<file path="config.mk">
export PLATFORM = sky130hd
export DESIGN_NAME = result_transfer
export DESIGN_NICKNAME = d
export VERILOG_FILES = /design/src/rtl/result_transfer.sv
export SDC_FILE = /design/constraint.sdc
export NUM_CORES = 1
export LEC_CHECK = 0
export CORE_MARGIN = 1.5
export CORE_UTILIZATION = 47
export DETAILED_ROUTE_END_ITERATION = 10
export GPL_TIMING_DRIVEN = 1
export PLACE_DENSITY = 0.77
export SLEW_MARGIN = 20
export SYNTH_ARGS = -nofsm -noshare
export SYNTH_HDL_FRONTEND = slang
export SYNTH_SLANG_ARGS = --single-unit
</file>
<file path="constraint.sdc">
create_clock -name clk -period 2.3 [get_ports clk]
set_input_delay 0.345 -clock clk [delete_from_list [all_inputs] [get_ports clk]]
set_output_delay 0.345 -clock clk [all_outputs]
set_load 0.05 [all_outputs]
</file>
<file path="src/rtl/result_transfer.sv">
`default_nettype none
// ============================================================================
// Module   : result_transfer
// Purpose  : Byte-serial transmitter returning classifier results to the Pi.
//            Snapshots a NUM_BYTES result vector on start, then offers one
//            byte at a time on dataRegister, paced by the Pi through the
//            two-bit PI_STATE / FPGA_STATE handshake.
// Options  : RESULT_TX_CHECKSUM_EN - when defined, appends a modulo-256 sum
//            of the buffered bytes as one extra trailing byte.
// Revision : 1.0 - initial release
// ============================================================================
module result_transfer #(
  parameter int NUM_BYTES = 10
) (
  input  logic                      clk,
  input  logic                      reset,
  input  logic [NUM_BYTES-1:0][7:0] result,
  input  logic                      start,
  input  logic                      writeEnable,
  input  logic [1:0]                PI_STATE,
  output logic [7:0]                dataRegister,
  output logic [1:0]                FPGA_STATE,
  output logic                      busy,
  output logic                      done,
  output logic                      aborted
);

  localparam int IDX_W = $clog2(NUM_BYTES + 1);

  // The checksum byte sits one slot past the last result byte.
`ifdef RESULT_TX_CHECKSUM_EN
  localparam logic [IDX_W-1:0] LAST_IDX = IDX_W'(NUM_BYTES);
`else
  localparam logic [IDX_W-1:0] LAST_IDX = IDX_W'(NUM_BYTES - 1);
`endif

  // FPGA-side states; the encoding is what the Pi sees on FPGA_STATE.
  localparam logic [1:0] S_IDLE      = 2'b11;
  localparam logic [1:0] S_PRESENT   = 2'b10;
  localparam logic [1:0] S_SENT_BYTE = 2'b01;
  localparam logic [1:0] S_SENT_ALL  = 2'b00;

  // Pi-side handshake codes that move this block.
  localparam logic [1:0] PI_READY    = 2'b01;
  localparam logic [1:0] PI_CONTINUE = 2'b11;
  localparam logic [1:0] PI_DONE     = 2'b10;

  logic [1:0]                state;
  logic [IDX_W-1:0]          idx;
  logic [NUM_BYTES-1:0][7:0] result_buf;
  logic [IDX_W-1:0]          next_idx;
  logic [7:0]                next_byte;

  // A qualified PI_STATE code; PI_STATE is meaningless while writeEnable is low.
  logic pi_ready;
  logic pi_continue;
  logic pi_done;

  assign pi_ready    = writeEnable && (PI_STATE == PI_READY);
  assign pi_continue = writeEnable && (PI_STATE == PI_CONTINUE);
  assign pi_done     = writeEnable && (PI_STATE == PI_DONE);

  assign FPGA_STATE = state;

`ifdef RESULT_TX_CHECKSUM_EN
  logic [7:0] result_sum;
  logic [7:0] checksum;

  // Modulo-256 sum of the incoming vector, captured alongside the buffer.
  always_comb begin
    result_sum = 8'h00;
    for (int k = 0; k < NUM_BYTES; k++) begin
      result_sum = result_sum + result[k];
    end
  end
`endif

  // Select the byte for the following index; a decode loop keeps the select
  // well-defined for every NUM_BYTES, including the single-byte case.
  always_comb begin
    next_idx  = idx + IDX_W'(1);
    next_byte = 8'h00;
    for (int k = 0; k < NUM_BYTES; k++) begin
      if (next_idx == IDX_W'(k)) begin
        next_byte = result_buf[k];
      end
    end
`ifdef RESULT_TX_CHECKSUM_EN
    if (next_idx == LAST_IDX) begin
      next_byte = checksum;
    end
`endif
  end

  // Handshake state machine, byte buffer and registered status outputs.
  always_ff @(posedge clk or negedge reset) begin
    if (!reset) begin
      state        <= S_IDLE;
      idx          <= '0;
      result_buf   <= '0;
      dataRegister <= 8'h00;
      busy         <= 1'b0;
      done         <= 1'b0;
      aborted      <= 1'b0;
`ifdef RESULT_TX_CHECKSUM_EN
      checksum     <= 8'h00;
`endif
    end else begin
      done    <= 1'b0;
      aborted <= 1'b0;
      case (state)
        S_IDLE: begin
          if (start) begin
            result_buf   <= result;
            idx          <= '0;
            dataRegister <= result[0];
            busy         <= 1'b1;
            state        <= S_PRESENT;
`ifdef RESULT_TX_CHECKSUM_EN
            checksum     <= result_sum;
`endif
          end
        end
        S_PRESENT: begin
          if (pi_ready) begin
            state <= (idx == LAST_IDX) ? S_SENT_ALL : S_SENT_BYTE;
          end
        end
        S_SENT_BYTE: begin
          // idx is always below LAST_IDX here, so the increment cannot wrap.
          if (pi_continue) begin
            idx          <= next_idx;
            dataRegister <= next_byte;
            state        <= S_PRESENT;
          end else if (pi_done) begin
            busy    <= 1'b0;
            aborted <= 1'b1;
            state   <= S_IDLE;
          end
        end
        default: begin // S_SENT_ALL
          if (pi_done) begin
            busy  <= 1'b0;
            done  <= 1'b1;
            state <= S_IDLE;
          end
        end
      endcase
    end
  end

endmodule
`default_nettype wire

</file>
==> flow_summary.yaml <==
placement:
  hpwl_um: 9220
  gp_congestion: 0.873
  dp_cells: 665
  dpl-instance-area_um2: 6110
  port_buffers: 98
global_route:
  grt_pass1_vias: 4009
  grt_usage_pct: 23.1
  grt_max_degree: 65
  overflow: 0
  grt_pass1_wl_um: 19800
  grt_antenna_before_repair: 0
synthesis:
  syn-num-nets: 524
  synth_cell_type_count: 52
  synth_top_family_by_area: "multiplexers"
  synth-simple-area-share_pct: 12.1
  netlist_area_um2: 4830
  async_flop_share_pct: 100
  synth-seq-area-share_pct: 50.3
  syn_area_per_cell_um2: 11.2
  synthAdderAreaFrac_pct: 1.30
  yosys-top-cells-area: "dfrtp_1, mux2_2, nand2_1, a221o_1, o21ai_0"
  synth-compound-area-share_pct: 15.0
  yosysTopAreaCell: "dfrtp_1"
  ys_ff_latch: 97
  synthXorXnorAreaFrac_pct: 0.181
  muxShareOfSynthArea_pct: 17.2
  synth_edf_count: 0
  yosys_warnings: 0
  ys.flop_type: "dfrtp_1"
  netlist_instances: 433
  synth_top_cell_area_share_pct: 49.2
clock_network:
  cts_tree: "built"
  clockBufferDepth: 2
  clkTransAtPathRegs_ns: 0.10
  post_cts_buffers: 0
  cts.sinks: 97
  numCtsBuffers: 9
  clock_latency_ns: 0.36
  cts_max_level: 3
  cts_root_buffer: "clkbuf_8"
final_layout:
  final_area_um2: 6310
  final_core_util_pct: 64.0
  layout-drive-gt1-share_pct: 25.3
  layout.nets: 635
  syn_to_final_growth_pct: 30.7
  num_antenna_cells: 0
  final_cells: 682
die:
  coreArea_um2: 9860
  num_io_pins: 99
  fp.dieH_um: 104
  design.die.area_um2: 10900
  rows: 36
  die_x_um: 104
  start_util_pct: 48.9
sta:
  final-hold-violation-count: 0
  finalMaxSlewViolations: 0
  setup-violations-final: 0
  tightestPinTransition_ns: 0.605
  clock_skew_ns: 0.0122
  max_clock_freq_ghz: 0.452
  fin_tns_setup_ns: 0
  rsz0062_at_grt: "no"
  relSlewSlack_pct: 59.6
  period_share_pct: 96.2
  period_minus_slack_ns: 2.21
routing:
  viasPerCell: 5.59
  vias: 3809
  drt_iter0_drc: 188
  firstDrtPassIters: 4
  drc: 0
  wl_per_cell_um: 17.7
  ant_nets: 0
  finalWirelength_um: 12100
pwr:
  switchingPower_mw: 3.06
  p_int_mw: 4.78
  p_clk_share_pct: 12.7
  pwr-share-comb_pct: 47.8
  vdd_drop_max_mv: 0.563
  leakagePower_nw: 2.63
  cellPowerDensity_nw_per_um2: 1240
  swShare_pct: 39.0
  pwr-share-seq_pct: 39.5
status:
  status: "completed"
critical_path:
  critPathMaxFanout: 7
  critical-path-max-stage-delay_ns: 0.50
  startpoint_type: "flip-flop"
  cp_slowest_cell: "or4_4"
  critPathBufInv: 1
  cp.required_ns: 2.57
  critical_path.cell_chain: "inv_1 -> ha_2 -> or4_4 -> o31ai_4 -> a32oi_1 -> a221o_1 -> a221oi_2"
  cp-end-kind: "flip-flop"
  worstSetupPathType: "reg2reg"
  crit_family: "compound AO/OA/AOI/OAI gates"
  cp.arrival_ns: 2.48
flow_run:
  drv_cap: 0
worst_hold_path:
  hold_class: "in2async"
==> per-layer routing <==
metal	vias to the layer above	global-route usage (%)	part of all wire, %
li1	1783	-	-
met4	0	9.72	2.6
met3	26	3.95	6.0
met2	147	37.4	47
met5	-	0	0
met1	1853	30.6	45
==> Yosys cell counts (all sizes together) (2+ instances only) <==
cell,number
clkbuf,23
inv,17
a32oi,2
o31ai,3
o21ai,27
nand2,49
buf,6
or2b,2
nand3,15
a22oi,5
nand4,5
a21boi,2
dfrtp,95
ha,5
dfstp,2
nand3b,2
o211ai,3
nor2,12
a221oi,11
o22ai,3
a221o,14
mux2,73
a21oi,10
nor3,3
a31oi,6
nand2b,14
nor2b,5
or3,2
==> cells in the final DEF, fill, tap and decap left out, types with 4 or more instances in the layout <==
cell and count:
nand2_1 49, o21ai_0 26, a21oi_1 9, nand3_1 14, inv_1 17, clkdlybuf4s50_1 97, a22oi_1 5, a221o_1 14
mux2_2 73, clkbuf_8 9, nand2b_1 14, nand4_1 5, nor2_1 12, buf_4 29, nor2b_1 4, a31oi_1 6
dfrtp_1 94, a221oi_1 9
==> repair_timing <==
item	4_1_cts	5_1_grt
hold endpoints to repair	17	0
resized for setup	1	5
endpoints found under the setup margin	1	8
hold buffers	1	0
pin swaps	0	4
cloned	0	0
==> per-stage QoR <==
step	hold WS (ns)	power, mW	setup slack (ns)
global placement	0.241	6.69	0.0873
floorplan	0.0494	5.47	0.0456
finish	0.386	7.84	0.0870
CTS	0.380	7.82	0.00649
global route	0.386	8.34	0.00359
detailed placement	0.242	6.82	0.0250
==> sequential cells by signal, indices dropped and copies added (netlist names) <==
name and count:
busy 1, idx 4, FPGA_STATE 2, dataRegister 8
result_buf 80, aborted 1, done 1
==> cell families (layout without fill, tap and decap cells) <==
logic type | count (synthesis) | after routing
and+or+nand+nor | 117 | 117
DFF | 97 | 97
muxes | 74 | 74
adders and majority gates | 5 | 5
AOI/OAI and AO/OA | 93 | 93
buffers and inverters | 46 | 162
xor gates and xnor gates | 1 | 1
==> final cells by class <==
type	instances	area (um2)
inverter	17	63.8
tap	133	166
multi-input combinational	290	2240
clock inverter	6	43.8
clock buffer	10	128
fill	759	3550
timing repair buffer	129	1240
sequential	97	2430
==> power by group through the flow <==
stage | combinational, mW | clock, mW | sequential, mW
6_report | 3.75 | 0.996 | 3.10
4_1_cts | 3.71 | 1.02 | 3.09
5_1_grt | 4.05 | 1.09 | 3.20
3_3_place_gp | 3.59 | 0 | 3.10
2_1_floorplan | 2.26 | 0 | 3.21
3_5_place_dp | 3.70 | 0 | 3.12
==> final timing paths <==
check	from	to	slack (ns)	cells after the start
min in group clk	busy	busy	0.48	2
hold reg to reg	busy	busy	0.48	2
hold / removal	reset	result_buf[14]	0.39	2
setup reg to reg	idx[0]	dataRegister[4]	0.09	7
setup / recovery	idx[0]	dataRegister[4]	0.09	7
max in group asynchronous	reset	FPGA_STATE[1]	1.32	3
(Power assumes the default switching activity.)
